File: src/rtl/regfile_sb_pkg.sv
// Shared definitions for the scoreboarded register file.
package regfile_sb_pkg;

  localparam int DATA_W_DEF = 64;
  localparam int ADDR_W_DEF = 5;

  typedef logic [ADDR_W_DEF-1:0] reg_idx_t;

  // The hard-wired zero register is the top index of the file.
  function automatic int zero_reg(input int addr_w);
    return (1 << addr_w) - 1;
  endfunction

endpackage

File: src/rtl/regfile_sb_if.sv
// Decode/writeback bus of the register file: writeback, issue, read ports.
interface regfile_sb_if
  import regfile_sb_pkg::*;
#(
  parameter int DATA_W = DATA_W_DEF,
  parameter int ADDR_W = ADDR_W_DEF,
  parameter int NREAD  = 2
);

  logic                          RegWrite;
  logic [ADDR_W-1:0]             WriteRegister;
  logic [DATA_W-1:0]             WriteData;
  logic                          Issue;
  logic [ADDR_W-1:0]             IssueRegister;
  logic [NREAD-1:0][ADDR_W-1:0]  ReadRegister;
  logic [NREAD-1:0][DATA_W-1:0]  ReadData;
  logic [NREAD-1:0]              Busy;

  modport master (
    output RegWrite, WriteRegister, WriteData,
    output Issue, IssueRegister, ReadRegister,
    input  ReadData, Busy
  );

  modport slave (
    input  RegWrite, WriteRegister, WriteData,
    input  Issue, IssueRegister, ReadRegister,
    output ReadData, Busy
  );

endinterface

File: src/rtl/regfile_scoreboard.sv
// Pending-producer bit per register with per-port lookup.
// The zero register owns no pending flop; its lookup is a constant 0.
module regfile_scoreboard
  import regfile_sb_pkg::*;
#(
  parameter int ADDR_W = ADDR_W_DEF,
  parameter int NREAD  = 2
) (
  input  logic                         clk,
  input  logic                         reset,
  input  logic                         set_en,
  input  logic [ADDR_W-1:0]            set_idx,
  input  logic                         clr_en,
  input  logic [ADDR_W-1:0]            clr_idx,
  input  logic [NREAD-1:0][ADDR_W-1:0] rd_idx,
  output logic [NREAD-1:0]             busy
);

  localparam int DEPTH = 1 << ADDR_W;
  localparam int NPHYS = zero_reg(ADDR_W);

  logic [NPHYS-1:0] pend_q;
  logic [NPHYS-1:0] pend_d;
  logic [DEPTH-1:0] pend_full;

  // Clear from writeback first, then set from issue so a new producer wins.
  always_comb begin
    pend_d = pend_q;
    for (int i = 0; i < NPHYS; i++) begin
      if (clr_en && clr_idx == ADDR_W'(i)) pend_d[i] = 1'b0;
      if (set_en && set_idx == ADDR_W'(i)) pend_d[i] = 1'b1;
    end
  end

  // Pending register with synchronous clear.
  always_ff @(posedge clk) begin
    if (!reset) pend_q <= '0;
    else        pend_q <= pend_d;
  end

  assign pend_full = {1'b0, pend_q};

  // Per-port lookup of the registered pending state.
  always_comb begin
    busy = '0;
    for (int p = 0; p < NREAD; p++) busy[p] = pend_full[rd_idx[p]];
  end

endmodule

File: src/rtl/regfile_sb.sv
// Register file with NREAD combinational read ports, one write port,
// a hard-wired zero register at the top index and a pending scoreboard.
// Build option: REGFILE_SB_BYPASS_EN adds write-through of the current
// writeback to matching read ports (data and Busy).
module regfile_sb
  import regfile_sb_pkg::*;
#(
  parameter int DATA_W = DATA_W_DEF,
  parameter int ADDR_W = ADDR_W_DEF,
  parameter int NREAD  = 2
) (
  input  logic         clk,
  input  logic         reset,
  regfile_sb_if.slave  bus
);

  localparam int                DEPTH    = 1 << ADDR_W;
  localparam int                NPHYS    = zero_reg(ADDR_W);
  localparam logic [ADDR_W-1:0] ZERO_IDX = ADDR_W'(zero_reg(ADDR_W));

  logic [DATA_W-1:0] mem  [NPHYS];
  logic [DATA_W-1:0] view [DEPTH];
  logic [NREAD-1:0]  sb_busy;
  logic              wr_en;

  assign wr_en = bus.RegWrite && (bus.WriteRegister != ZERO_IDX);

  // Physical storage; the zero register has no entry here.
  always_ff @(posedge clk) begin
    if (!reset) begin
      for (int i = 0; i < NPHYS; i++) mem[i] <= '0;
    end else begin
      for (int i = 0; i < NPHYS; i++) begin
        if (wr_en && bus.WriteRegister == ADDR_W'(i)) mem[i] <= bus.WriteData;
      end
    end
  end

  // Full-depth read view with the zero register tied off.
  for (genvar i = 0; i < NPHYS; i++) begin : g_view
    assign view[i] = mem[i];
  end
  assign view[DEPTH-1] = '0;

  regfile_scoreboard #(
    .ADDR_W (ADDR_W),
    .NREAD  (NREAD)
  ) u_sb (
    .clk     (clk),
    .reset   (reset),
    .set_en  (bus.Issue),
    .set_idx (bus.IssueRegister),
    .clr_en  (bus.RegWrite),
    .clr_idx (bus.WriteRegister),
    .rd_idx  (bus.ReadRegister),
    .busy    (sb_busy)
  );

  for (genvar p = 0; p < NREAD; p++) begin : g_rd
    logic [ADDR_W-1:0] idx;
    logic [DATA_W-1:0] data;
    logic              busy;

    assign idx = bus.ReadRegister[p];

    // Port read: registered view, optional write-through, forced 0 in reset.
    always_comb begin
      data = view[idx];
      busy = sb_busy[p];
`ifdef REGFILE_SB_BYPASS_EN
      if (wr_en && bus.WriteRegister == idx) begin
        data = bus.WriteData;
        // A same-cycle reissue keeps the register busy; report the old pend.
        busy = (bus.Issue && bus.IssueRegister == idx) ? sb_busy[p] : 1'b0;
      end
`else
      // Registered view only; decode waits one more cycle after writeback.
`endif
      if (!reset) begin
        data = '0;
        busy = 1'b0;
      end
    end

    assign bus.ReadData[p] = data;
    assign bus.Busy[p]     = busy;
  end

endmodule

File: src/flat_wrapper.sv
// flat-port wrapper written by rule: the top's interface ports become plain ports
module regfile_sb_flat import regfile_sb_pkg::*;
#(
  parameter int DATA_W = DATA_W_DEF,
  parameter int ADDR_W = ADDR_W_DEF,
  parameter int NREAD  = 2
)
  (clk, reset, bus_RegWrite, bus_WriteRegister, bus_WriteData, bus_Issue, bus_IssueRegister, bus_ReadRegister, bus_ReadData, bus_Busy);
  regfile_sb_if #(.DATA_W(DATA_W), .ADDR_W(ADDR_W), .NREAD(NREAD)) bus_i ();
  input  logic clk;
  input  logic reset;
  input wire logic [$bits(bus_i.RegWrite)-1:0] bus_RegWrite;
  input wire logic [$bits(bus_i.WriteRegister)-1:0] bus_WriteRegister;
  input wire logic [$bits(bus_i.WriteData)-1:0] bus_WriteData;
  input wire logic [$bits(bus_i.Issue)-1:0] bus_Issue;
  input wire logic [$bits(bus_i.IssueRegister)-1:0] bus_IssueRegister;
  input wire logic [$bits(bus_i.ReadRegister)-1:0] bus_ReadRegister;
  output wire logic [$bits(bus_i.ReadData)-1:0] bus_ReadData;
  output wire logic [$bits(bus_i.Busy)-1:0] bus_Busy;
  assign bus_i.RegWrite = bus_RegWrite;
  assign bus_i.WriteRegister = bus_WriteRegister;
  assign bus_i.WriteData = bus_WriteData;
  assign bus_i.Issue = bus_Issue;
  assign bus_i.IssueRegister = bus_IssueRegister;
  assign bus_i.ReadRegister = bus_ReadRegister;
  assign bus_ReadData = bus_i.ReadData;
  assign bus_Busy = bus_i.Busy;
  regfile_sb #(.DATA_W(DATA_W), .ADDR_W(ADDR_W), .NREAD(NREAD)) u_core (.clk(clk), .reset(reset), .bus(bus_i));
endmodule
File: config.mk
export PLATFORM = sky130hd
export DESIGN_NAME = regfile_sb_flat
export DESIGN_NICKNAME = d
export VERILOG_FILES = /design/src/rtl/regfile_sb_pkg.sv /design/src/rtl/regfile_sb_if.sv /design/src/rtl/regfile_scoreboard.sv /design/src/rtl/regfile_sb.sv /design/src/flat_wrapper.sv
export SDC_FILE = /design/constraint.sdc
export NUM_CORES = 2
export LEC_CHECK = 0
export ABC_AREA = 1
export CORE_MARGIN = 1
export CORE_UTILIZATION = 30
export CTS_CLUSTER_DIAMETER = 60
export DETAILED_ROUTE_END_ITERATION = 7
export PLACE_DENSITY_LB_ADDON = 0.05
export SYNTH_ARGS = -nofsm -noshare
export SYNTH_HDL_FRONTEND = slang
export SYNTH_HIERARCHICAL = 1
export SYNTH_SLANG_ARGS = --single-unit
File: constraint.sdc
create_clock -name clk -period 7.7 [get_ports clk]
set_input_delay 1.155 -clock clk [delete_from_list [all_inputs] [get_ports clk]]
set_output_delay 1.155 -clock clk [all_outputs]
set_load 0.005 [all_outputs]
==> impl_metrics.tcl <==
set metrics [dict create \
    syn_nets 15000 \
    vias_per_cell 5.24 \
    drcViolationCount 0 \
    pre_cts_ws_ns 1.78 \
    synthCells 14900 \
    grt_pass1_vias 101000 \
    n_fill_cell 39800 \
    grt_antenna_before_repair 22 \
    ys_types 25 \
    cts_resized 0 \
    syn2layout_area_growth_pct 14.6 \
    ios 218 \
    syn_area_um2 114000 \
    hp-class "register to register" \
    cts_tree "done" \
    fmax_mhz 163 \
    critPathLaunch "bus_ReadRegister[5]" \
    drtPass1Iterations 7 \
    clk_pin_slew_ns 0.05 \
    tightest_slew_ns 1.19 \
    final_nets 14800 \
    grt_pass1_wl_um 788000 \
    regToRegSetupSlack_ns 6.93 \
    worst_slack_ns 1.58 \
    root_buffer "clkbuf_16" \
    synth_top_area_share_pct 52.1 \
    layoutNonFillerInstCount 19900 \
    yosysTopAreaCell "edfxtp_1" \
    avgSynthCellArea_um2 7.65 \
    ys_seq_elements 2015 \
    cp_max_fo 178 \
    regToRegStartpoint "u_core/u_sb/pend_q[28]" \
    wl_um 566000 \
    clock_sinks 2015 \
    maxCapViolations 0 \
    final_max_slew_viol_count 0 \
    p_leak_nw 57.5 \
    min_period_over_period_pct 79.5 \
    cts_buffers 300 \
    finalInstanceArea_um2 131000 \
    synth.area.top_cells "edfxtp_1 52%, nand2_1 16%, nand3_1 15%, inv_1 6.3%, nor2_1 4.8%" \
    initial_core_util_pct 30.1 \
    rr_worst_depth 2 \
    grt-ovfl-total 0 \
    insertion_delay_ns 0.91 \
    ant_nets 0 \
    rows 226 \
    drive_above_1_share_pct 5.46 \
    yosysSeqAreaShare_pct 52.7 \
    setup_viol 0 \
    final_common_cell "nand2_1" \
    final_cell_mix "4,811 x nand2_1, 3,506 x nand3_1, 1,984 x edfxtp_1" \
    start_kind "input port" \
    reg2reg_to "u_core/u_sb/pend_q[28]" \
    post_drt_wl_per_cell_um 28.4 \
    period_needed_ns 6.12 \
    die_width_um 619 \
    ir_drop_v 0.000172 \
    crit_required_ns 6.55 \
    dpl.hpwl_um 301000 \
    worstSetupEndpoint "bus_ReadData[70]" \
    ctsHoldBuffers 0 \
    skew_ns 0 \
    portBuffers 217 \
    grt_use_total_pct 28.8 \
    hold_violations 0 \
    drt-initial-drc-count 11300 \
    relSlewSlack_pct 20.9 \
    critPathCaptureType "output port" \
    dp.cells 19400 \
    power.density_nw_per_um2 239 \
    status "finished clean" \
    ys.warnings.count 6 \
    final.setup.tns_ns 0 \
    die_area_um2 383000 \
    cts_setup_buffers 0 \
    die_h_um 619 \
    criticalPathCategory "input port to output port" \
    core_um2 379000 \
    arrival_ns 4.97 \
    placed_area_um2 121000 \
    htreeDepth 5 \
    rsz0062_at_grt "no" \
    clock_path_buffers 4 \
    vias 104000 \
    fin_util_pct 34.5 \
    finalWeightedCongestion 0.817 \
    grt_max_degree 179 \
]
==> registers in the layout, summed over array words and instances (netlist names) <==
name	cells
u_core/mem	1984
u_core/u_sb/pend_q	31
==> Yosys cell counts <==
library cell,n
nand2_1,4830
nand3_1,3506
edfxtp_1,1984
inv_1,1923
nor2_1,1465
buf_2,647
clkbuf_1,332
buf_1,71
a21oi_1,31
dfxtp_1,31
o21ai_0,31
buf_4,28
buf_6,18
o21ai_1,10
inv_2,6
nand2_2,5
o31ai_1,3
buf_12,2
inv_4,2
nand4_1,2
inv_6,1
inv_8,1
nand3_2,1
nand3b_1,1
nor2_2,1
==> per-layer routing <==
metal / routed length [um] / part of all wire [%] / global-route usage (%) / up-vias
met5: 0 / 0 / 0 / -
met4: 21900 / 3.9 / 10.2 / 0
met3: 36300 / 6.4 / 3.05 / 843
met2: 261000 / 46 / 47.4 / 4330
met1: 247000 / 44 / 39.2 / 51900
li1: - / - / - / 47200
==> stage by stage <==
step           power [mW]  hold WS, ns
2_1_floorplan        15.8        0.457
3_3_place_gp         17.9        0.491
3_5_place_dp         17.8        0.498
4_1_cts              31.6        0.505
5_1_grt              32.4        0.535
6_report             31.3        0.508
==> kinds of logic (layout without fill, tap and decap cells) <==
logic type	Yosys count	in the layout	share of synthesized area (%)
other	0	8	0
buffers and inverters	3031	2982	10.9
and+or+nand+nor	9811	9811	36.1
AOI/OAI and AO/OA	75	75	0.335
DFF	2015	2015	52.7
==> cell type report <==
type	instances	area [um^2]	share of cell area, %
multi-input cells	9886	41900	32.0
diodes	8	20.0	0.0153
repair buffers	527	5570	4.25
clock inverters	164	1630	1.24
clock buffers	358	7920	6.05
well taps	5016	6280	4.79
flip-flops and latches	2015	60200	46.0
inverters	1933	7420	5.67
==> power breakdown <==
| group | switching [mW] | total (mW) | internal (mW) |
|---|---|---|---|
| clock | 5.59 | 13.7 | 8.09 |
| combinational | 3.46 | 4.63 | 1.17 |
| sequential | 0.207 | 13.0 | 12.8 |
==> how the worst min path moves through the flow <==
stage                                 startpoint                      to  cells after the start
after floorplan           u_core/u_sb/pend_q[15]  u_core/u_sb/pend_q[15]                      2
after detailed placement  u_core/u_sb/pend_q[10]  u_core/u_sb/pend_q[10]                      2
after CTS                 u_core/u_sb/pend_q[10]  u_core/u_sb/pend_q[10]                      2
final                     u_core/u_sb/pend_q[10]  u_core/u_sb/pend_q[10]                      2
after global routing      u_core/u_sb/pend_q[26]  u_core/u_sb/pend_q[26]                      2
after global placement     u_core/u_sb/pend_q[8]   u_core/u_sb/pend_q[8]                      2
==> critical path, cell delays in order <==
cell	delay, ns
buf_8	0.21
inv_16	0.73
buf_12	0.59
nand2_1	0.10
nand3_1	0.10
nand2_1	0.07
nand2_1	0.06
nand3_1	0.09
nand3_1	0.17
nand2_1	0.13
nor2_1	0.60
clkdlybuf4s50_1	0.63
Power figures use the tool's default switching activity.
